## src/rtl/binning_pkg.sv

```systemverilog
// binning_pkg: shared types and constants for the binning controller.
// Modes, FSM states, stage-bypass encodings and a mode->bypass helper.
package binning_pkg;

  typedef enum logic [1:0] {
    BIN_BYPASS = 2'd0,
    BIN_2X2    = 2'd1,
    BIN_4X4    = 2'd2,
    BIN_RSVD   = 2'd3
  } bin_mode_t;

  typedef enum logic [1:0] {
    SYNC   = 2'd0,
    IDLE   = 2'd1,
    ACTIVE = 2'd2,
    DRAIN  = 2'd3
  } bin_state_t;

  // bit0 bypasses stage 0, bit1 bypasses stage 1
  localparam logic [1:0] BYP_BYPASS = 2'b11;
  localparam logic [1:0] BYP_2X2    = 2'b10;
  localparam logic [1:0] BYP_4X4    = 2'b00;

  function automatic logic [1:0] mode_to_byp(
    input bin_mode_t m
  );
    logic [1:0] b;
    b = BYP_BYPASS;
    unique case (m)
      BIN_BYPASS: b = BYP_BYPASS;
      BIN_2X2:    b = BYP_2X2;
      BIN_4X4:    b = BYP_4X4;
      default:    b = BYP_BYPASS;
    endcase
    return b;
  endfunction

endpackage

```

## src/rtl/binning_ctrl_edge.sv

```systemverilog
// binning_ctrl_edge: registered edge detector for a frame strobe.
// Ports: clk, rst (sync, active low), x in; rise/fall out vs. registered x.
module binning_ctrl_edge #(
  parameter logic RST_VAL = 1'b1
) (
  input  logic clk,
  input  logic rst,
  input  logic x,
  output logic rise,
  output logic fall
);

  logic x_d;

  always_ff @(posedge clk) begin
    if (!rst) x_d <= RST_VAL;
    else      x_d <= x;
  end

  assign rise = x & ~x_d;
  assign fall = ~x & x_d;

endmodule

```

## src/rtl/binning_ctrl.sv

```systemverilog
// binning_ctrl: frame-synchronous mode controller for a 2x2 + 2x2 binning cascade.
// Ports: clk/rst (sync, active low); cfg_mode/cfg_valid/cfg_ready request;
//   vs_i/vs_mon strobes; err_clr; bypass_o, mode_o, busy_o, frame_cnt_o,
//   err_timeout_o, err_cfg_o. Define BINNING_CTRL_STATS_EN for frame/timeout stats.
module binning_ctrl
  import binning_pkg::*;
#(
  parameter int TIMEOUT_CYCLES = 1048576,
  parameter int FRCNT_WIDTH    = 16
) (
  input  logic                   clk,
  input  logic                   rst,
  input  logic [1:0]             cfg_mode,
  input  logic                   cfg_valid,
  output logic                   cfg_ready,
  input  logic                   vs_i,
  input  logic                   vs_mon,
  input  logic                   err_clr,
  output logic [1:0]             bypass_o,
  output logic [1:0]             mode_o,
  output logic                   busy_o,
  output logic [FRCNT_WIDTH-1:0] frame_cnt_o,
  output logic                   err_timeout_o,
  output logic                   err_cfg_o
);

  localparam int WDW =
    (TIMEOUT_CYCLES > 2) ? $clog2(TIMEOUT_CYCLES) : 1;
  localparam logic [WDW-1:0] WD_LAST =
    WDW'(TIMEOUT_CYCLES - 1);

  bin_state_t     state;
  bin_mode_t      mode_q;
  bin_mode_t      pend_mode;
  logic           pending;
  logic           out_seen;
  logic [WDW-1:0] wd;

  logic vs_rise;
  logic vs_fall;
  logic vsm_rise;
  logic vsm_fall_unused;

  binning_ctrl_edge #(
    .RST_VAL (1'b1)
  ) u_edge_vs (
    .clk  (clk),
    .rst  (rst),
    .x    (vs_i),
    .rise (vs_rise),
    .fall (vs_fall)
  );

  binning_ctrl_edge #(
    .RST_VAL (1'b1)
  ) u_edge_vsm (
    .clk  (clk),
    .rst  (rst),
    .x    (vs_mon),
    .rise (vsm_rise),
    .fall (vsm_fall_unused)
  );

  logic acc;
  logic rsvd;
  logic apply;
  logic drain_done;
  logic wd_exp;

  assign cfg_ready  = ~pending;
  assign acc        = cfg_valid & ~pending;
  assign rsvd       = (cfg_mode == BIN_RSVD);
  // A vs_i rise wins over an apply: the frame starts in the old mode.
  assign apply      = (state == IDLE) & pending & ~vs_rise;
  assign drain_done = out_seen & ~vs_mon;
  assign wd_exp     = (wd == WD_LAST);
  assign mode_o     = mode_q;

  always_ff @(posedge clk) begin
    if (!rst) begin
      mode_q    <= BIN_BYPASS;
      bypass_o  <= BYP_BYPASS;
      pending   <= 1'b0;
      pend_mode <= BIN_BYPASS;
      err_cfg_o <= 1'b0;
    end else begin
      if (apply) begin
        mode_q   <= pend_mode;
        bypass_o <= mode_to_byp(pend_mode);
        pending  <= 1'b0;
      end else if (acc && !rsvd) begin
        pending   <= 1'b1;
        pend_mode <= bin_mode_t'(cfg_mode);
      end
      if (acc && rsvd)  err_cfg_o <= 1'b1;
      else if (err_clr) err_cfg_o <= 1'b0;
    end
  end

  always_ff @(posedge clk) begin
    if (!rst) begin
      state    <= SYNC;
      busy_o   <= 1'b1;
      out_seen <= 1'b0;
      wd       <= '0;
    end else begin
      unique case (state)
        SYNC: begin
          if (!vs_i) begin
            state  <= IDLE;
            busy_o <= 1'b0;
          end
        end
        IDLE: begin
          if (vs_rise) begin
            state    <= ACTIVE;
            busy_o   <= 1'b1;
            out_seen <= 1'b0;
          end
        end
        ACTIVE: begin
          if (vsm_rise) out_seen <= 1'b1;
          if (vs_fall) begin
            state <= DRAIN;
            wd    <= '0;
          end
        end
        DRAIN: begin
          if (vsm_rise) out_seen <= 1'b1;
          if (drain_done || wd_exp) begin
            state  <= IDLE;
            busy_o <= 1'b0;
          end else begin
            wd <= wd + WDW'(1);
          end
        end
        default: begin
          state  <= SYNC;
          busy_o <= 1'b1;
        end
      endcase
    end
  end

`ifdef BINNING_CTRL_STATS_EN
  logic [FRCNT_WIDTH-1:0] frame_cnt_q;
  logic                   err_to_q;

  always_ff @(posedge clk) begin
    if (!rst) begin
      frame_cnt_q <= '0;
      err_to_q    <= 1'b0;
    end else begin
      if (state == DRAIN && drain_done)
        frame_cnt_q <= frame_cnt_q + FRCNT_WIDTH'(1);
      if (state == DRAIN && !drain_done && wd_exp)
        err_to_q <= 1'b1;
      else if (err_clr)
        err_to_q <= 1'b0;
    end
  end

  assign frame_cnt_o   = frame_cnt_q;
  assign err_timeout_o = err_to_q;
`else
  assign frame_cnt_o   = '0;
  assign err_timeout_o = 1'b0;
`endif

endmodule

```

## config.mk

```make
export PLATFORM = sky130hd
export DESIGN_NAME = binning_ctrl
export DESIGN_NICKNAME = d
export VERILOG_FILES = /design/src/rtl/binning_pkg.sv /design/src/rtl/binning_ctrl_edge.sv /design/src/rtl/binning_ctrl.sv
export SDC_FILE = /design/constraint.sdc
export NUM_CORES = 1
export LEC_CHECK = 0
export ABC_CLOCK_PERIOD_IN_PS = 3880
export CORE_ASPECT_RATIO = 1.5
export CORE_UTILIZATION = 42
export CTS_CLUSTER_DIAMETER = 50
export DETAILED_ROUTE_END_ITERATION = 8
export PLACE_DENSITY = 0.65
export SLEW_MARGIN = 20
export SYNTH_ARGS = -nofsm -noshare
export SYNTH_HDL_FRONTEND = slang
export SYNTH_SLANG_ARGS = --single-unit
```

## constraint.sdc

```tcl
create_clock -name clk -period 3.88 [get_ports clk]
set_clock_uncertainty 0.05 [all_clocks]
set_input_delay 1.164 -clock clk [delete_from_list [all_inputs] [get_ports clk]]
set_output_delay 1.164 -clock clk [all_outputs]
set_load 0.005 [all_outputs]
```

==> results.py <==
metrics = {
    "finish": {
        "fin_util": 0.4797,
        "diodes": 0,
        "finalNetCount": 262,
        "drive_gt1_frac": 0.08468,
        "fin_area_sq_mm": 0.002161,
        "syn2layout_area_growth_pct": 9.581,
    },
    "detailed_routing": {
        "routed_wl_microns": 4404,
        "vias": 1752,
        "drt_iter0_drc": 67,
        "wire_per_inst_microns": 14.88,
        "viasPerCell": 5.919,
        "drc_errors": 7,
        "ant_nets": 0,
        "detail_route.first_pass.iterations": 8,
    },
    "clock_network": {
        "cts.sinks": 34,
        "clkSlewWorstSetupHoldPaths_ns": 0.07,
        "cts_resized": 0,
        "hold_buffers": 0,
        "clock_latency_ns": 0.29,
        "h-tree-depth": 2,
        "cts_buffers": 5,
        "cts_tree": "built",
        "root_buffer": "clkbuf_8",
        "cts_setup_buffers": 0,
        "clk_path_buf_depth": 2,
    },
    "yosys": {
        "synth_most_common_cell": "dfxtp_1",
        "synthArstFlopShare": 0,
        "synth-edff-count": 0,
        "ys.flop_type": "dfxtp_1",
        "synth.distinct_cells": 49,
        "synth_top_area_share": 0.3452,
        "synth_area_leaders": "dfxtp_1, buf_4, a21oi_1",
        "ys_warn_count": 0,
        "synth_area_leader_cell": "dfxtp_1",
        "synth.ff_latch_count": 34,
        "synth_seq_area_share": 0.3452,
        "ys_top_cells_by_count": "dfxtp_1, nand2_1, a21oi_1, buf_4, nor2_1",
        "syn_inst": 234,
        "synth_area_sq_mm": 0.001972,
        "syn_area_per_cell_sq_um": 8.427,
    },
    "power": {
        "power_leakage_nw": 0.8524,
        "power_uw": 994.7,
        "vdd_ir_drop_max_v": 0.0001639,
        "power.density_mw_per_mm2": 460.3,
    },
    "timing": {
        "setup-tns-final_ns": 0,
        "slew_headroom": 0.5578,
        "setup-violations-final": 0,
        "hold_violations": 0,
        "drv_slew": 0,
        "timing.final.crit_share": 0.7500,
        "tightest_slew_ns": 0.6572,
        "grt_setup_unrepaired": "no",
        "max_freq_mhz": 343.6,
        "post-route-min-period_ns": 2.910,
    },
    "run": {
        "max_cap_viol_count": 0,
    },
    "placement": {
        "gp_congestion": 0.8559,
        "placement.io_buffers": 14,
        "placed_area_sq_mm": 0.002069,
        "dp_hpwl_microns": 3091,
    },
    "die": {
        "initial_utilization": 0.4378,
        "die_w_microns": 57.95,
        "core-area_sq_mm": 0.004504,
        "die_y_microns": 85.92,
        "pin_count": 32,
        "placementRows": 30,
        "dieArea_sq_mm": 0.004979,
    },
    "global_routing": {
        "grt_antenna_before_repair": 0,
        "grt_max_degree": 19,
        "grt_pass1_wl_microns": 7245,
        "grt-ovfl-total": 0,
        "grt_pass1_vias": 1583,
        "gr-usage-all-layers": 0.1910,
    },
    "setup_path": {
        "critPathArrivalTime_ns": 3.05,
        "worst-setup-path-type": "in -> reg",
        "slowest_delay_ns": 0.50,
        "crit_chain": "clkdlybuf4s50_1, nor2b_1, o211ai_1, a31oi_2, nand3_1, o41ai_1",
        "slowest_stage": "a31oi_2",
        "worstSetupEndpointType": "register",
        "start_kind": "input port",
        "path_buf_inv": 1,
        "cp_max_fo": 9,
        "path_delay_family": "compound AO/OA/AOI/OAI gates",
        "critPathRequiredTime_ns": 4.02,
    },
    "worst_hold_path": {
        "hp-class": "reg -> reg",
    },
    "outcome": {
        "outcome": "finished, violations left",
        "violations": "design-rule violations",
    },
}
tightest hold or removal path, delay by kind of cell (launching register included):
kind | cells | cell delay (ns)
simple gates | 1 | 0.06
compound gates | 1 | 0.06
flops | 1 | 0.31
where the power goes:
part,switching [mW],internal (mW),leakage (nW),total (mW)
registers,0.0243,0.377,0.276,0.401
logic,0.195,0.127,0.528,0.322
clock network,0.128,0.143,0.0482,0.271
total,0.347,0.647,0.852,0.995
layout by cell type (no fill, tap or decap), drive strengths merged, types with 2 or more instances in the layout:
master / count
a311oi: 2
o31ai: 3
nand2: 23
clkdlybuf4s50: 14
nor4: 3
conb: 17
o211ai: 12
nor2: 13
clkinv: 2
mux2i: 6
and4: 4
a21oi: 19
o21ai: 10
nand2b: 5
o21a: 2
buf: 3
nor2b: 2
o41ai: 2
nand3: 8
nor3: 4
clkbuf: 7
and3: 2
or4: 2
inv: 9
dfxtp: 34
a31oi: 9
ha: 7
nand4: 10
final timing paths:
check	slack, ns	startpoint	depth (start not counted)	end
max	0.97	vs_i	6	wd[19]
min	0.42	err_cfg_o	2	err_cfg_o
max reg2reg	1.59	wd[0]	6	wd[4]
min reg2reg	0.42	err_cfg_o	2	err_cfg_o
flip-flops by register name, indices dropped and copies added, names as in the netlist, 2 cells and up:
register / flops
bypass_o: 2
state: 2
wd: 20
mode_o: 2
pend_mode: 2
per-stage QoR:
| stage | std cells | setup WS (ns) | hold WS (ns) |
|---|---|---|---|
| floorplan | 250 | 1.501 | 0.3948 |
| finish | 296 | 0.9699 | 0.4213 |
| global route | 296 | 0.8259 | 0.4473 |
| CTS | 296 | 0.9618 | 0.4256 |
| detailed placement | 288 | 0.6858 | 0.4153 |
| global placement | 288 | 0.7454 | 0.4087 |
cell type report:
class                   count  area [sq um]
fillers                   459          2344
multi-input cells         179          1129
flip-flops and latches     34         680.7
repair buffers             17         162.7
clock buffers               7         86.33
well taps                  48         60.06
inverters                  10         37.54
clock inverters             1         5.005
kinds of logic (layout without fill, tap and decap cells):
group	Yosys count	count (layout)	synth area share
adder cells (fa/ha/maj)	7	7	0.04441
multiplexers	7	7	0.03617
other	1	17	0.001902
buffers and inverters	37	35	0.1129
AND/OR/NAND/NOR	80	80	0.2259
AO/OA/AOI/OAI	68	68	0.2335
flip-flops	34	34	0.3452
metal layers:
| layer | track usage | share of wire | vias to the layer above |
|---|---|---|---|
| li1 | - | - | 855 |
| met1 | 0.2215 | 0.44 | 840 |
| met2 | 0.3124 | 0.50 | 50 |
| met3 | 0.04676 | 0.046 | 7 |
| met4 | 0.1126 | 0.020 | 0 |
| met5 | 0 | 0 | - |
Power figures use the tool's default switching activity.
==> variant (same flow settings) <==
Register the inputs `cfg_mode` and `cfg_valid` before use. The logic sees them one clock later. The other inputs are not delayed to match.
--- a/src/rtl/binning_ctrl.sv
+++ b/src/rtl/binning_ctrl.sv
@@ -28,6 +28,14 @@
     (TIMEOUT_CYCLES > 2) ? $clog2(TIMEOUT_CYCLES) : 1;
   localparam logic [WDW-1:0] WD_LAST =
     WDW'(TIMEOUT_CYCLES - 1);
+
+  logic [1:0] cfg_mode_q;
+  logic cfg_valid_q;
+
+  always_ff @(posedge clk) begin
+    cfg_mode_q  <= cfg_mode;
+    cfg_valid_q <= cfg_valid;
+  end
 
   bin_state_t     state;
   bin_mode_t      mode_q;
@@ -68,8 +76,8 @@
   logic wd_exp;
 
   assign cfg_ready  = ~pending;
-  assign acc        = cfg_valid & ~pending;
-  assign rsvd       = (cfg_mode == BIN_RSVD);
+  assign acc        = cfg_valid_q & ~pending;
+  assign rsvd       = (cfg_mode_q == BIN_RSVD);
   // A vs_i rise wins over an apply: the frame starts in the old mode.
   assign apply      = (state == IDLE) & pending & ~vs_rise;
   assign drain_done = out_seen & ~vs_mon;
@@ -90,7 +98,7 @@
         pending  <= 1'b0;
       end else if (acc && !rsvd) begin
         pending   <= 1'b1;
-        pend_mode <= bin_mode_t'(cfg_mode);
+        pend_mode <= bin_mode_t'(cfg_mode_q);
       end
       if (acc && rsvd)  err_cfg_o <= 1'b1;
       else if (err_clr) err_cfg_o <= 1'b0;
Check against the original RTL: not equivalent (Yosys sat finds a counterexample within 4 cycles, from zero or initial values and one cycle with rst low).
==> variant against the unedited design <==
The flow still finishes with violations (design-rule violations); sequential share of layout area up 2.1 points; fmax decreased by 2.4%; sequential cell count grew 3; design area is 2.0% higher; worst setup slack lost 0.072 ns; wire length down 7.7%; power increased by 3.9%; synthesized area is 0.70% lower; largest cell class unchanged; largest power group unchanged; highest routed layer unchanged.
==> variant: results (changes against the unedited design) <==
outcome finished with violations (unchanged); failing checks design-rule violations (unchanged); post-route insts no fill 302 (was 296); Worst path slowest cell or4_1 (was a31oi_2); worst rel slew slack 0.512 (was 0.558); DR pass1 iterations 6 (was 8); M1 WL 1.71 mm (was 1.93 mm); Met2 Wirelength 2.16 mm (was 2.18 mm); vias in the first global route 1557 (was 1583); largest net degree at the start of global routing 25 (was 19); LEAKAGE 0.000803 µW (was 0.000852 µW); GR Util met1 0.189 (was 0.222); fill cell count 449 (was 459); Max stage delay on crit path 0.52 ns (was 0.50 ns); leading post-synthesis cells by cell area dfxtp_1 38%, buf_4 7.3%, nand2_1 5.8% (was dfxtp_1 35%, buf_4 7.2%, a21oi_1 4.8%); Yosys cell types 44 (was 49); post-synthesis sequential area ratio 0.378 (was 0.345); Area after DPL 2070 µm² (about the same); met2 usage 0.330 (was 0.312); post-synthesis mux area share 0.0153 (was 0.0362); Compound-Gate Fraction of Synth Area 0.215 (was 0.234); Iter 0 DRT Violations 62 (was 67); first-pass GRT wire length 6.83 mm (was 7.25 mm); Synth top cells by count 37 x dfxtp_1, 30 x nand2_1, 19 x buf_4, 18 x a21oi_1, 18 x nor2_1 (was 34 x dfxtp_1, 23 x nand2_1, 19 x a21oi_1, 19 x buf_4, 13 x nor2_1); Post-Place Setup Slack 0.597 ns (was 0.686 ns); WP data arrival 3.16 ns (was 3.05 ns); GP Congestion 0.839 (was 0.856); Post-DP HPWL 2.86 mm (was 3.09 mm); Via density 5.65 (was 5.92); drt drc 4 (was 7); fin nets 268 (was 262)
[variant: worst paths after layout]
| path | to | startpoint | slack [ns] |
|---|---|---|---|
| worst max-delay path | wd[19] | vs_i | 0.90 |
| worst min-delay path | err_cfg_o | err_cfg_o | 0.43 |
| worst max register to register | wd[9] | wd[0] | 1.32 |
| worst min register to register | err_cfg_o | err_cfg_o | 0.43 |
[variant: power by group through the flow]
stage,clock network [µW],logic (µW),registers (µW)
2_1_floorplan,0,158,431
3_3_place_gp,0,198,434
5_1_grt,432,227,430
3_5_place_dp,0,198,434
4_1_cts,418,200,426
6_report,409,199,425
[variant: area by class of cell]
cell class                      count  area [µm²]  area share
Multi-Input combinational cell    185        1080       0.490
Sequential cell                    37         741       0.336
Timing Repair Buffer               16         155      0.0704
Clock buffer                        5        68.8      0.0312
Clock inverter                      3        68.8      0.0312
Tap cell                           48        60.1      0.0272
Inverter                            8        30.0      0.0136
